[src/rtl/alu_seq_param.sv]
// alu_seq_param: registered, parametrised ALU with a persistent Z/C/N/V status
// register and a valid/ready request handshake. Results and status update at the
// accept edge for single-cycle ops; out_valid pulses for the following cycle.
// Optional feature macro: ALU_SEQ_MUL_EN. When defined, op 4'hC is an
// iterative shift-add unsigned multiplier (one bit per cycle, 2*WIDTH-bit product
// split over result/result_hi). When undefined, op 4'hC is a NOP, result_hi and
// busy are constant 0 and in_ready is constant 1.
module alu_seq_param #(
  parameter int WIDTH = 8,
  parameter int CNT_W = $clog2(WIDTH + 1)
) (
  input  logic             clk,
  input  logic             rst_n,
  input  logic             in_valid,
  output logic             in_ready,
  input  logic [3:0]       op,
  input  logic [WIDTH-1:0] operand_a,
  input  logic [WIDTH-1:0] operand_b,
  output logic             out_valid,
  output logic [WIDTH-1:0] result,
  output logic [WIDTH-1:0] result_hi,
  output logic [3:0]       sreg,
  output logic             busy
);

  localparam logic [3:0] OP_NOP = 4'h0;
  localparam logic [3:0] OP_ADD = 4'h1;
  localparam logic [3:0] OP_SUB = 4'h2;
  localparam logic [3:0] OP_ADC = 4'h3;
  localparam logic [3:0] OP_SBC = 4'h4;
  localparam logic [3:0] OP_CMP = 4'h5;
  localparam logic [3:0] OP_OR  = 4'h6;
  localparam logic [3:0] OP_AND = 4'h7;
  localparam logic [3:0] OP_XOR = 4'h8;
  localparam logic [3:0] OP_SHL = 4'h9;
  localparam logic [3:0] OP_SHR = 4'hA;
  localparam logic [3:0] OP_ASR = 4'hB;
  localparam logic [3:0] OP_MUL = 4'hC;

  localparam int MSB = WIDTH - 1;

  // Registered outputs
  logic [WIDTH-1:0] r_result;
  logic [3:0]       r_sreg;
  logic             r_out_valid;

  // Single-cycle datapath
  logic             w_carry_in;
  logic [WIDTH:0]   w_sum;
  logic [WIDTH:0]   w_diff;
  logic [WIDTH-1:0] w_res;
  logic             w_c;
  logic             w_v;
  logic             w_zn_en;
  logic             w_cmp_z;
  logic [3:0]       w_sreg;

  // ADC/SBC consume the carry/borrow left by the previous completed op.
  assign w_carry_in = ((op == OP_ADC) || (op == OP_SBC)) ? r_sreg[1] : 1'b0;
  assign w_sum  = {1'b0, operand_a} + {1'b0, operand_b} + {{WIDTH{1'b0}}, w_carry_in};
  // Bit WIDTH of the extended difference is set exactly when A < B + carry_in.
  assign w_diff = {1'b0, operand_a} - {1'b0, operand_b} - {{WIDTH{1'b0}}, w_carry_in};

  // Decode the op into next result and raw flag terms for single-cycle ops.
  always_comb begin
    w_res   = r_result;
    w_c     = 1'b0;
    w_v     = 1'b0;
    w_zn_en = 1'b1;
    w_cmp_z = 1'b0;
    case (op)
      OP_ADD, OP_ADC: begin
        w_res = w_sum[WIDTH-1:0];
        w_c   = w_sum[WIDTH];
        w_v   = (operand_a[MSB] == operand_b[MSB]) && (w_sum[MSB] != operand_a[MSB]);
      end
      OP_SUB, OP_SBC: begin
        w_res = w_diff[WIDTH-1:0];
        w_c   = w_diff[WIDTH];
        w_v   = (operand_a[MSB] != operand_b[MSB]) && (w_diff[MSB] != operand_a[MSB]);
      end
      OP_CMP: begin
        w_zn_en = 1'b0;
        w_cmp_z = ($signed(operand_a) <= $signed(operand_b));
      end
      OP_OR:  w_res = operand_a | operand_b;
      OP_AND: w_res = operand_a & operand_b;
      OP_XOR: w_res = operand_a ^ operand_b;
      OP_SHL: begin
        w_res = {operand_a[WIDTH-2:0], 1'b0};
        w_c   = operand_a[MSB];
      end
      OP_SHR: begin
        w_res = {1'b0, operand_a[WIDTH-1:1]};
        w_c   = operand_a[0];
      end
      OP_ASR: begin
        w_res = {operand_a[MSB], operand_a[WIDTH-1:1]};
        w_c   = operand_a[0];
      end
      default: begin
        // NOP, 4'hD-4'hF (and 4'hC without the multiplier): clear status, hold result.
        w_zn_en = 1'b0;
      end
    endcase
  end

  // Assemble the status word {V,N,C,Z}; CMP and NOP only ever drive Z.
  always_comb begin
    w_sreg = 4'b0000;
    if (w_zn_en) begin
      w_sreg = {w_v, w_res[MSB], w_c, (w_res == {WIDTH{1'b0}})};
    end else begin
      w_sreg = {3'b000, w_cmp_z};
    end
  end

  assign result    = r_result;
  assign sreg      = r_sreg;
  assign out_valid = r_out_valid;

`ifdef ALU_SEQ_MUL_EN

  typedef enum logic [0:0] {
    ST_IDLE = 1'b0,
    ST_MUL  = 1'b1
  } state_t;

  state_t             r_state;
  logic               r_in_ready;
  logic               r_busy;
  logic [WIDTH-1:0]   r_result_hi;
  logic [WIDTH-1:0]   r_mcand;
  logic [2*WIDTH-1:0] r_prod;
  logic [CNT_W-1:0]   r_cnt;

  logic [WIDTH:0]     w_step_sum;
  logic [2*WIDTH-1:0] w_prod_next;
  logic [CNT_W-1:0]   w_cnt_next;
  logic               w_hold_hi;

  // Only a NOP-class op keeps the previous MUL high half visible.
  assign w_hold_hi  = (op == OP_NOP) || (op > OP_MUL);
  assign w_step_sum = {1'b0, r_prod[2*WIDTH-1:WIDTH]} + {1'b0, r_mcand};
  assign w_cnt_next = r_cnt + {{(CNT_W-1){1'b0}}, 1'b1};

  // One shift-add step: the multiplier sits in the low half and is consumed LSB first.
  always_comb begin
    w_prod_next = r_prod;
    if (r_prod[0]) begin
      w_prod_next = {w_step_sum, r_prod[WIDTH-1:1]};
    end else begin
      w_prod_next = {1'b0, r_prod[2*WIDTH-1:1]};
    end
  end

  // Control FSM with registered handshake, status and result outputs.
  always_ff @(posedge clk or negedge rst_n) begin
    if (!rst_n) begin
      r_state     <= ST_IDLE;
      r_in_ready  <= 1'b1;
      r_busy      <= 1'b0;
      r_out_valid <= 1'b0;
      r_result    <= {WIDTH{1'b0}};
      r_result_hi <= {WIDTH{1'b0}};
      r_sreg      <= 4'b0000;
      r_mcand     <= {WIDTH{1'b0}};
      r_prod      <= {(2*WIDTH){1'b0}};
      r_cnt       <= {CNT_W{1'b0}};
    end else begin
      case (r_state)
        ST_IDLE: begin
          r_out_valid <= 1'b0;
          if (in_valid) begin
            if (op == OP_MUL) begin
              r_state    <= ST_MUL;
              r_in_ready <= 1'b0;
              r_busy     <= 1'b1;
              r_mcand    <= operand_a;
              r_prod     <= {{WIDTH{1'b0}}, operand_b};
              r_cnt      <= {CNT_W{1'b0}};
            end else begin
              r_result    <= w_res;
              r_sreg      <= w_sreg;
              r_out_valid <= 1'b1;
              if (!w_hold_hi) begin
                r_result_hi <= {WIDTH{1'b0}};
              end
            end
          end
        end
        ST_MUL: begin
          r_prod      <= w_prod_next;
          r_cnt       <= w_cnt_next;
          r_out_valid <= 1'b0;
          // The WIDTH-th step completes the product; publish it on this edge.
          if (w_cnt_next == CNT_W'(WIDTH)) begin
            r_state     <= ST_IDLE;
            r_in_ready  <= 1'b1;
            r_busy      <= 1'b0;
            r_out_valid <= 1'b1;
            r_result    <= w_prod_next[WIDTH-1:0];
            r_result_hi <= w_prod_next[2*WIDTH-1:WIDTH];
            r_sreg      <= {2'b00,
                            (w_prod_next[2*WIDTH-1:WIDTH] != {WIDTH{1'b0}}),
                            (w_prod_next == {(2*WIDTH){1'b0}})};
          end
        end
        default: begin
          r_state     <= ST_IDLE;
          r_in_ready  <= 1'b1;
          r_busy      <= 1'b0;
          r_out_valid <= 1'b0;
        end
      endcase
    end
  end

  assign in_ready  = r_in_ready;
  assign busy      = r_busy;
  assign result_hi = r_result_hi;

`else

  // Counter width only matters when the multiplier is built.
  logic [CNT_W-1:0] w_unused_cnt;
  assign w_unused_cnt = {CNT_W{1'b0}};

  // Every op is single-cycle: update result/status at the accept edge.
  always_ff @(posedge clk or negedge rst_n) begin
    if (!rst_n) begin
      r_out_valid <= 1'b0;
      r_result    <= {WIDTH{1'b0}};
      r_sreg      <= 4'b0000;
    end else begin
      r_out_valid <= in_valid;
      if (in_valid) begin
        r_result <= w_res;
        r_sreg   <= w_sreg;
      end
    end
  end

  assign in_ready  = 1'b1;
  assign busy      = 1'b0;
  assign result_hi = {WIDTH{1'b0}};

`endif

endmodule

[config.mk]
export PLATFORM = sky130hd
export DESIGN_NAME = alu_seq_param
export DESIGN_NICKNAME = d
export VERILOG_FILES = /design/src/rtl/alu_seq_param.sv
export SDC_FILE = /design/constraint.sdc
export NUM_CORES = 1
export LEC_CHECK = 0
export CAP_MARGIN = 20
export CORE_MARGIN = 2
export CORE_UTILIZATION = 55
export CTS_CLUSTER_DIAMETER = 100
export DETAILED_ROUTE_END_ITERATION = 16
export DONT_BUFFER_PORTS = 1
export PLACE_DENSITY = 0.79
export SYNTH_ARGS = -nofsm -noshare
export SYNTH_HDL_FRONTEND = slang
export SYNTH_SLANG_ARGS = --single-unit
[constraint.sdc]
create_clock -name clk -period 3.4 [get_ports clk]
set_clock_uncertainty 0.2 [all_clocks]
set_input_delay 0.68 -clock clk [delete_from_list [all_inputs] [get_ports clk]]
set_output_delay 0.68 -clock clk [all_outputs]
set_load 0.02 [all_outputs]
==> impl_results.md, run 1 <==
- Status: complete, but fails checks
- Failing checks: setup timing
- Max cap viols: 0
- DRT antenna net count: 0
- # diodes: 0
- Num rows: 24
- Total grt overflow: 0
- CTS tree: yes
- Initial antenna violation count: 0
- DR DRC count: 0
- Die Y-Extent: 70.8 µm
- Htree depth: 1
- Crit-path max cell delay: 0.49 ns
- First-pass GRT wire length: 9400 µm
- CP startpoint: op[1]
- Reg2reg setup slack: 0.07 ns
- Final core utilization: 60.4%
- Die ar.: 5020 µm²
- CTS Root Cell: clkbuf_8
- Gpl congestion: 0.899
- Vias per inst: 6.09
- Pin count of the biggest net entering global routing: 36
- Worst rel slew slack: 60.6%
- Total number of vias: 2241
- Number of DRC markers in iteration 0: 211
- Crit end category: flip-flop
- WL/cell: 16.3 µm
- CTS clk-pin slew, worst paths: 0.05 ns
- Largest cells by area after synthesis: ha_1, dfrtp_1, inv_1
- Final hold slack: 0.263 ns
- Power per cell area: 283 nW/µm²
- Synth Instances: 312
- Critical Path AT: 3.42 ns
- CTS buffer count: 3
- Async SR Flop Fraction: 100%
- Peak supply drop: 118 µV
- Fill cells: 397
- Worst setup SP type: input port
- Peak Freq: 289 MHz
- Skew-Pair Late Insertion Delay: 0.24 ns
- Crit Path Class: in -> reg
- First-pass DRT Iterations: 7
- Fin. Hold Viols: 0
- Area delta synth->final: 6.26%
- Leakage: 1.23 nW
- Sequential-to-total area share from yosys stat: 13.2%
- Detailed-placement wirelength estimate: 4680 µm
- Critical hold path startpoint: in_valid
- Die width: 70.8 µm
- Crit-path max FO: 29
- Share of cells above drive strength 1: 13.3%
- CP required: 3.36 ns
- Slew Viols, Final: 0
- Post-synth top area cell: ha_1
- Worst slew pin tran: 0.589 ns
- Final setup violating endpoints: 1
- Reg2reg start: sreg[1]
- Number of synthesized register bits: 13
- Critical path, cell by cell: nor2_4, nand2_1, o21ai_2, nand3_2, fa_2, fa_2, o21a_1, or3_1, nand3_1, o211a_1, nand3b_1, or4b_4, o31ai_2
- Ports: 46
- GRT Util Overall: 22.8%
- Worst path most repeated cell: fa_2
- Clock sinks: 13
- Starting density of the core: 56.8%
- Warnings, synthesis: 0
- Minimum clock period: 3.46 ns
- Hold Path Class: in -> reg
- Area share of the largest cell type after synthesis: 19.3%
- Fin nets: 382
- CP max stage cell: or4b_4
- Core ar.: 4320 µm²
- Syn avg cell area: 7.88 µm²
- Yosys cell types: 67
- Syn Std Cell Area: 2460 µm²
- Setup ws final: -0.0642 ns
- Final WL: 6000 µm
- Main flop type after synthesis: dfrtp_1
- Vias in the first global route: 2059
- RSZ-0062 raised after global routing: true
- IO Port Bufs: 0
- Post-CTS Setup Repair Bufs: 0
- Longest Clk Path Bufs: 2
- EDFF count, synth: 0
- Tcrit/Tclk final: 102%
cells in the final DEF (no fill, tap or decap), types with 3 or more instances in the layout:
cell type / instances
xor2_1: 6
buf_4: 17
mux2i_1: 6
a21o_1: 3
nand2_1: 21
a211oi_1: 3
nor3_1: 5
clkbuf_8: 3
inv_1: 34
o211ai_1: 4
xnor2_1: 5
o21ai_0: 14
nand3_1: 8
ha_1: 37
nor2_1: 22
a21oi_1: 21
nand2b_1: 6
o21bai_1: 3
conb_1: 10
dfrtp_1: 13
or3_1: 4
o22ai_1: 4
layout make-up:
class                           count  area [µm²]  area share, %
Multi-Input combinational cell    247        1910           73.2
Clock buffer                        4        45.0           1.72
Tap cell                           52        65.1           2.49
Inverter                           34         128           4.89
Sequential cell                    13         325           12.5
Timing Repair Buffer               18         138           5.27
sequential cells by signal (all words and copies together), names as in the netlist:
signal,flops
out_valid,1
sreg,4
result,8
metal layers:
layer | track usage, % | vias up | wire (µm)
li1 | - | 1084 | -
met1 | 31.0 | 1033 | 2570
met2 | 38.7 | 109 | 2830
met3 | 2.56 | 15 | 455
met4 | 5.66 | 0 | 143
met5 | 0 | - | 0
synthesized netlist by cell type (all sizes together) (5+ instances only):
library cell and instances:
nor3 5, xor2 7, mux2i 6, nand2b 6, nand2 21, dfrtp 13, nor2 24, xnor2 5
buf 23, inv 34, ha 38, nand3 9, o21ai 17, a21oi 23
cell families after synthesis:
logic type / count (synthesis) / share of synthesized area, %
adders and majority gates: 42 / 22.6
and+or+nand+nor: 84 / 17.0
xor gates and xnor gates: 12 / 4.28
muxes: 9 / 3.82
buffers and inverters: 60 / 13.0
AOI/OAI and AO/OA: 90 / 25.8
other: 2 / 0.306
DFF: 13 / 13.2
critical path: cells and delay by family:
kind,cells,cell delay (ns)
AO/OA/AOI/OAI,4,0.67
AND/OR/NAND/NOR,7,1.27
adder cells (fa/ha/maj),2,0.82
timing repair:
action / in CTS / in global routing
hold buffers: 1 / 0
endpoints found under the hold margin: 13 / 0
pin swaps: 0 / 2
gates resized for setup: 3 / 6
gates cloned: 0 / 0
setup endpoints to repair: 1 / 4
where the power goes:
group          switching (mW)  internal (mW)  total, mW  leakage [nW]
Combinational           0.200          0.175      0.375          1.05
Clock                  0.0511         0.0825      0.134        0.0228
Sequential             0.0525          0.179      0.232         0.157
stage by stage:
stage	cells	power, mW	worst slack (ns)	area [µm²]	setup TNS (ns)
floorplan	320	0.525	-0.348	2530	-0.644
global placement	363	0.578	-0.170	2520	-0.472
detailed placement	363	0.586	-0.296	2520	-0.828
CTS	368	0.726	0.0228	2580	0
global route	368	0.785	-0.172	2610	-0.251
finish	368	0.740	-0.0642	2610	-0.0642
path summary, 6_finish.rpt:
check	to	cells after the start
worst min-delay path	out_valid	0
worst max-delay path	sreg[0]	13
worst max register to register	sreg[0]	10
min in group asynchronous	sreg[0]	1
worst min register to register	sreg[3]	2
max in group asynchronous	result[0]	1
Power figures use the tool's default switching activity.
==> inputs of run 2 (changes only) <==
==> constraint.sdc (replaced) <==
create_clock -name clk -period 4.27 [get_ports clk]
set_clock_uncertainty 0.2 [all_clocks]
set_input_delay 0.854 -clock clk [delete_from_list [all_inputs] [get_ports clk]]
set_output_delay 0.854 -clock clk [all_outputs]
set_load 0.02 [all_outputs]
==> impl_results.md, run 2 (synthesized netlist as in run 1, its figures left out) <==
- Status: complete, no violations
- GRT Util Overall: 22.8% (-0.047 points)
- Crit end category: flip-flop
- Area delta synth->final: -2.09%
- CTS tree: yes
- Starting density of the core: 56.8% (unchanged)
- Final setup violating endpoints: 0 (-1)
- CP required: 4.22 ns (+0.86 ns)
- Total grt overflow: 0 (unchanged)
- Share of cells above drive strength 1: 4.70% (-8.6 points)
- Total number of vias: 2176 (-2.9%)
- Die Y-Extent: 70.8 µm (unchanged)
- Path depth of the worst reg2reg path: 10 (unchanged)
- Most frequent cells in the layout: ha_1, inv_1, nor2_1
- Dpl ws: 0.188 ns (+0.485 ns)
- Critical Path AT: 3.79 ns (+0.37 ns)
- Detailed-placement wirelength estimate: 4530 µm (-3.2%)
- CP startpoint: op[1]
- Final WL: 5500 µm (-8.3%)
- WL/cell: 15.7 µm (-3.6%)
- Longest Clk Path Bufs: 2 (unchanged)
- # diodes: 0 (unchanged)
- Worst rel slew slack: 60.7% (+0.13 points)
- Commonest non-fill, non-tap cell in the layout: ha_1
- First-pass DRT Iterations: 4 (-3)
- Post-CTS Setup Repair Bufs: 0 (unchanged)
- First-pass GRT wire length: 9450 µm (+0.52%)
- Hold Path Class: in -> async
- Die width: 70.8 µm (unchanged)
- Crit-path max cell delay: 0.52 ns (+0.03 ns)
- # hold bufs at CTS: 0 (-1)
- Gpl congestion: 0.904 (+0.55%)
- Peak supply drop: 159 µV (+35%)
- Initial antenna violation count: 0 (unchanged)
- Peak-usage layer in the global routing report: met2
- CTS Root Cell: clkbuf_8
- Global-route met2 utilization: 37.6% (-1.1 points)
- Met3 Use GR: 3.99% (+1.4 points)
- Number of DRC markers in iteration 0: 188 (-11%)
- Fin. Hold Viols: 0 (unchanged)
- Core ar.: 4320 µm² (unchanged)
- Htree depth: 1 (unchanged)
- Num rows: 24 (unchanged)
- Vias in the first global route: 2007 (-2.5%)
- Leakage: 1.13 nW (-8.2%)
- DR DRC count: 0 (unchanged)
- Setup TNS: 0 ns (+0.0642 ns)
- Reg2reg start: sreg[1]
- Pin count of the biggest net entering global routing: 36 (unchanged)
- Worst slew pin tran: 0.582 ns (-0.00696 ns)
- CTS clk-pin slew, worst paths: 0.06 ns (about the same)
- Crit-path max FO: 29 (unchanged)
- Fin nets: 364 (-4.7%)
- Die ar.: 5020 µm² (unchanged)
- Ports: 46 (unchanged)
- Worst setup SP type: input port
- Met1 GRT Util: 31.9% (+0.94 points)
- Power per cell area: 225 nW/µm² (-21%)
- Peak Freq: 261 MHz
- Tcrit/Tclk final: 89.9%
- Max cap viols: 0 (unchanged)
- CTS buffer count: 3 (unchanged)
- Clock sinks: 13 (unchanged)
- Vias per inst: 6.22 (+2.1%)
- CP max stage cell: or4b_1
- Crit Path Class: in -> reg
- Max reg flops: 8 (unchanged)
- IO Port Bufs: 0 (unchanged)
- Slew Viols, Final: 0 (unchanged)
- Skew-Pair Late Insertion Delay: 0.24 ns (about the same)
- Minimum clock period: 3.84 ns
- Setup ws final: 0.432 ns (+0.496 ns)
- Critical path, cell by cell: nor2_1, nand2_1, o21ai_0, nand3_1, fa_1, fa_1, o21a_1, or3_1, nand3_1, o211a_1, nand3b_1, or4b_1, o31ai_2
- RSZ-0062 raised after global routing: false
- # resized after CTS: 0 (-3)
- DRT antenna net count: 0 (unchanged)
run 2: cell count changes in the layout (fill, tap and decap cells not counted), moves of 2 or more:
| cell | before | now |
|---|---|---|
| nor2_1 | 22 | 24 |
| fa_2 | 2 | 0 |
| buf_4 | 17 | 0 |
| fa_1 | 2 | 4 |
| a21oi_2 | 2 | 0 |
| mux2_4 | 2 | 0 |
| mux2_2 | 0 | 2 |
| a21oi_1 | 21 | 23 |
run 2: path summary, 6_finish.rpt:
check                            end  slack (ns)
max in group asynchronous    sreg[1]        3.70
min in group clk           out_valid        0.43
hold / removal               sreg[2]         0.1
hold reg to reg              sreg[3]        0.45
setup / recovery             sreg[0]        0.43
setup reg to reg             sreg[0]        0.90
run 2: critical path, delay by kind of cell:
kind / cells / cell delay [ns]
AND/OR/NAND/NOR: 7 / 1.39
adder cells (fa/ha/maj): 2 / 0.85
AO/OA/AOI/OAI: 4 / 0.68
run 2: through the flow:
stage	area (µm²)	util, %	std cells	hold WS (ns)	total power [mW]
5_1_grt	2410	55.6	350	0.0904	0.582
4_1_cts	2410	55.6	350	0.0981	0.541
6_report	2410	55.6	350	0.0996	0.542
3_3_place_gp	2360	54.6	346	0.359	0.431
3_5_place_dp	2360	54.6	346	0.359	0.433
2_1_floorplan	2490	-	320	0.358	0.410
run 2: per-layer routing:
| layer | part of all wire (%) | routed length [µm] | vias to the layer above |
|---|---|---|---|
| li1 | - | - | 1056 |
| met1 | 43 | 2390 | 1031 |
| met2 | 47 | 2600 | 83 |
| met3 | 8.2 | 452 | 6 |
| met4 | 1.0 | 55 | 0 |
| met5 | 0 | 0 | - |
run 2: area by class of cell:
cell class / count / area (µm²)
Clock buffer: 3 / 41.3
Clock inverter: 1 / 5.00
Fill cell: 413 / 1920
Inverter: 34 / 128
Multi-Input combinational cell: 247 / 1840
Sequential cell: 13 / 325
Tap cell: 52 / 65.1
run 2: where the power goes:
| part | switching, mW | internal [mW] | leakage [nW] | total (mW) |
|---|---|---|---|---|
| Sequential | 0.0415 | 0.143 | 0.157 | 0.184 |
| Combinational | 0.140 | 0.110 | 0.949 | 0.250 |
| Clock | 0.0431 | 0.0643 | 0.0255 | 0.107 |
==> inputs of run 3 (changes only) <==
--- a/config.mk
+++ b/config.mk
@@ -7,11 +7,10 @@
 export LEC_CHECK = 0
 export CAP_MARGIN = 20
 export CORE_MARGIN = 2
-export CORE_UTILIZATION = 55
+export CORE_UTILIZATION = 58
 export CTS_CLUSTER_DIAMETER = 100
 export DETAILED_ROUTE_END_ITERATION = 16
-export DONT_BUFFER_PORTS = 1
-export PLACE_DENSITY = 0.79
+export PLACE_DENSITY = 0.95
 export SYNTH_ARGS = -nofsm -noshare
 export SYNTH_HDL_FRONTEND = slang
 export SYNTH_SLANG_ARGS = --single-unit
==> impl_results.md, run 3 (synthesized netlist as in run 1, its figures left out) <==
- CP required: 4.22 ns (about the same)
- Area delta synth->final: 18.4%
- Final core utilization: 72.2% (+17 points)
- Slew Viols, Final: 0 (unchanged)
- Placed cell count: 398 (+15%)
- Setup TNS: 0 ns (unchanged)
- Ports: 46 (unchanged)
- Overall Power: 0.667 mW (+23%)
- Tcrit/Tclk final: 96.9% (+7.1 points)
- Detailed-placement wirelength estimate: 5390 µm (+19%)
- Crit end category: flip-flop
- Crit Path Class: in -> reg
- Worst rel slew slack: 61.6% (+0.93 points)
- Die Y-Extent: 69.1 µm (-2.5%)
- Final setup violating endpoints: 0 (unchanged)
- Sequential Area: 325 µm² (unchanged)
- CTS Root Cell: clkbuf_8
- Htree depth: 1 (unchanged)
- Final WL: 7020 µm (+28%)
- # diodes: 0 (unchanged)
- Peak supply drop: 153 µV (-3.6%)
- CTS tree: yes
- Number of DRC markers in iteration 0: 295 (+57%)
- First-pass GRT wire length: 12000 µm (+27%)
- Skew-Pair Late Insertion Delay: 0.24 ns (about the same)
- Fin. Hold Viols: 0 (unchanged)
- First-pass DRT Iterations: 6 (+2)
- Num rows: 23 (-4.2%)
- GRT Util Overall: 29.8% (+7.1 points)
- Worst path bufs/invs: 3 (+3)
- Crit-path max FO: 3 (-90%)
- Area of the multi-input gates: 1850 µm² (+0.61%)
- Non-Filler Instances: 402 (+15%)
- DRT antenna net count: 0 (unchanged)
- Crit-path max cell delay: 0.49 ns (-0.03 ns)
- Pin count of the biggest net entering global routing: 28 (-22%)
- DR DRC count: 0 (unchanged)
- Post-CTS Setup Repair Bufs: 0 (unchanged)
- Starting density of the core: 61.0% (+4.2 points)
- Total grt overflow: 0 (unchanged)
- Critical path's top delay family: simple AND/OR/NAND/NOR gates
- Gpl congestion: 0.997 (+10%)
- Power per cell area: 229 nW/µm² (+1.9%)
- Most frequent cells in the layout: ha_1, inv_1, clkdlybuf4s50_1
- CP max stage cell: or4b_1
- Clock sinks: 13 (unchanged)
- Hold Path Class: reg -> reg
- Max reg flops: 8 (unchanged)
- Max cap viols: 0 (unchanged)
- Die ar.: 4770 µm² (-4.9%)
- IO Port Bufs: 35 (+35)
- Longest Clk Path Bufs: 2 (unchanged)
- Commonest non-fill, non-tap cell in the layout: ha_1
- Vias per inst: 6.39 (+2.8%)
- Fin nets: 418 (+15%)
- Final hold slack: 0.306 ns (+0.207 ns)
- Critical Path AT: 4.09 ns (+0.30 ns)
- Core ar.: 4030 µm² (-6.8%)
- Peak Freq: 242 MHz (-7.3%)
- Critical path, cell by cell: clkdlybuf4s50_1, nor2_2, nand2_1, o21ai_1, nand3_1, inv_1, fa_1, inv_1, fa_1, nand2b_1, a21oi_1, xnor2_1, o211a_1, nand3b_1, or4b_1, o31ai_2
- Worst setup SP type: input port
- Initial antenna violation count: 0 (unchanged)
- Leakage: 1.37 nW (+21%)
- Worst slew pin tran: 0.574 ns (-0.00812 ns)
- Minimum clock period: 4.14 ns (+0.302 ns)
- CTS buffer count: 3 (unchanged)
- Fill cells: 312 (-24%)
- WL/cell: 17.5 µm (+11%)
- # hold bufs at CTS: 0 (unchanged)
- Vias in the first global route: 2532 (+26%)
- Total number of vias: 2569 (+18%)
- CTS clk-pin slew, worst paths: 0.05 ns (about the same)
- Status: complete, no violations
- # resized after CTS: 0 (unchanged)
- Die width: 69.1 µm (-2.5%)
- Share of cells above drive strength 1: 9.94% (+5.2 points)
[run 3: layer usage]
metal  GRT usage (%)  up-vias  part of all wire (%)
li1                -     1158                     -
met1            38.5     1184                    39
met2            51.2      196                    49
met3            4.24       31                   9.0
met4            9.37        0                   3.0
met5               0        -                     0
[run 3: cell type report]
cell class              instances  share of cell area (%)
clock buffers                   4                    1.55
inverters                      34                    4.39
multi-input cells             247                    63.7
flip-flops and latches         13                    11.2
well taps                      50                    2.15
repair buffers                 54                    17.0
[run 3: final timing paths]
check	start	to	slack [ns]	cells after the start
min in group asynchronous	rst_n	result[0]	0.78	1
worst min-delay path	result[0]	result[0]	0.31	1
worst max register to register	sreg[1]	sreg[0]	1.12	10
worst min register to register	result[0]	result[0]	0.31	1
worst max-delay path	op[1]	sreg[0]	0.13	16
max in group asynchronous	rst_n	out_valid	2.72	1
[run 3: report_power, final]
group / internal [mW] / switching [mW] / total [mW]
combinational: 0.177 / 0.223 / 0.400
clock: 0.0660 / 0.0440 / 0.110
sequential: 0.143 / 0.0148 / 0.158
total: 0.385 / 0.282 / 0.667
[run 3: through the flow]
step | setup WS, ns | area, µm²
after global routing | -0.120 | 2910
final | 0.130 | 2910
after floorplan | 0.216 | 2490
after CTS | 0.100 | 2900
after global placement | -0.00779 | 2850
after detailed placement | -0.112 | 2850
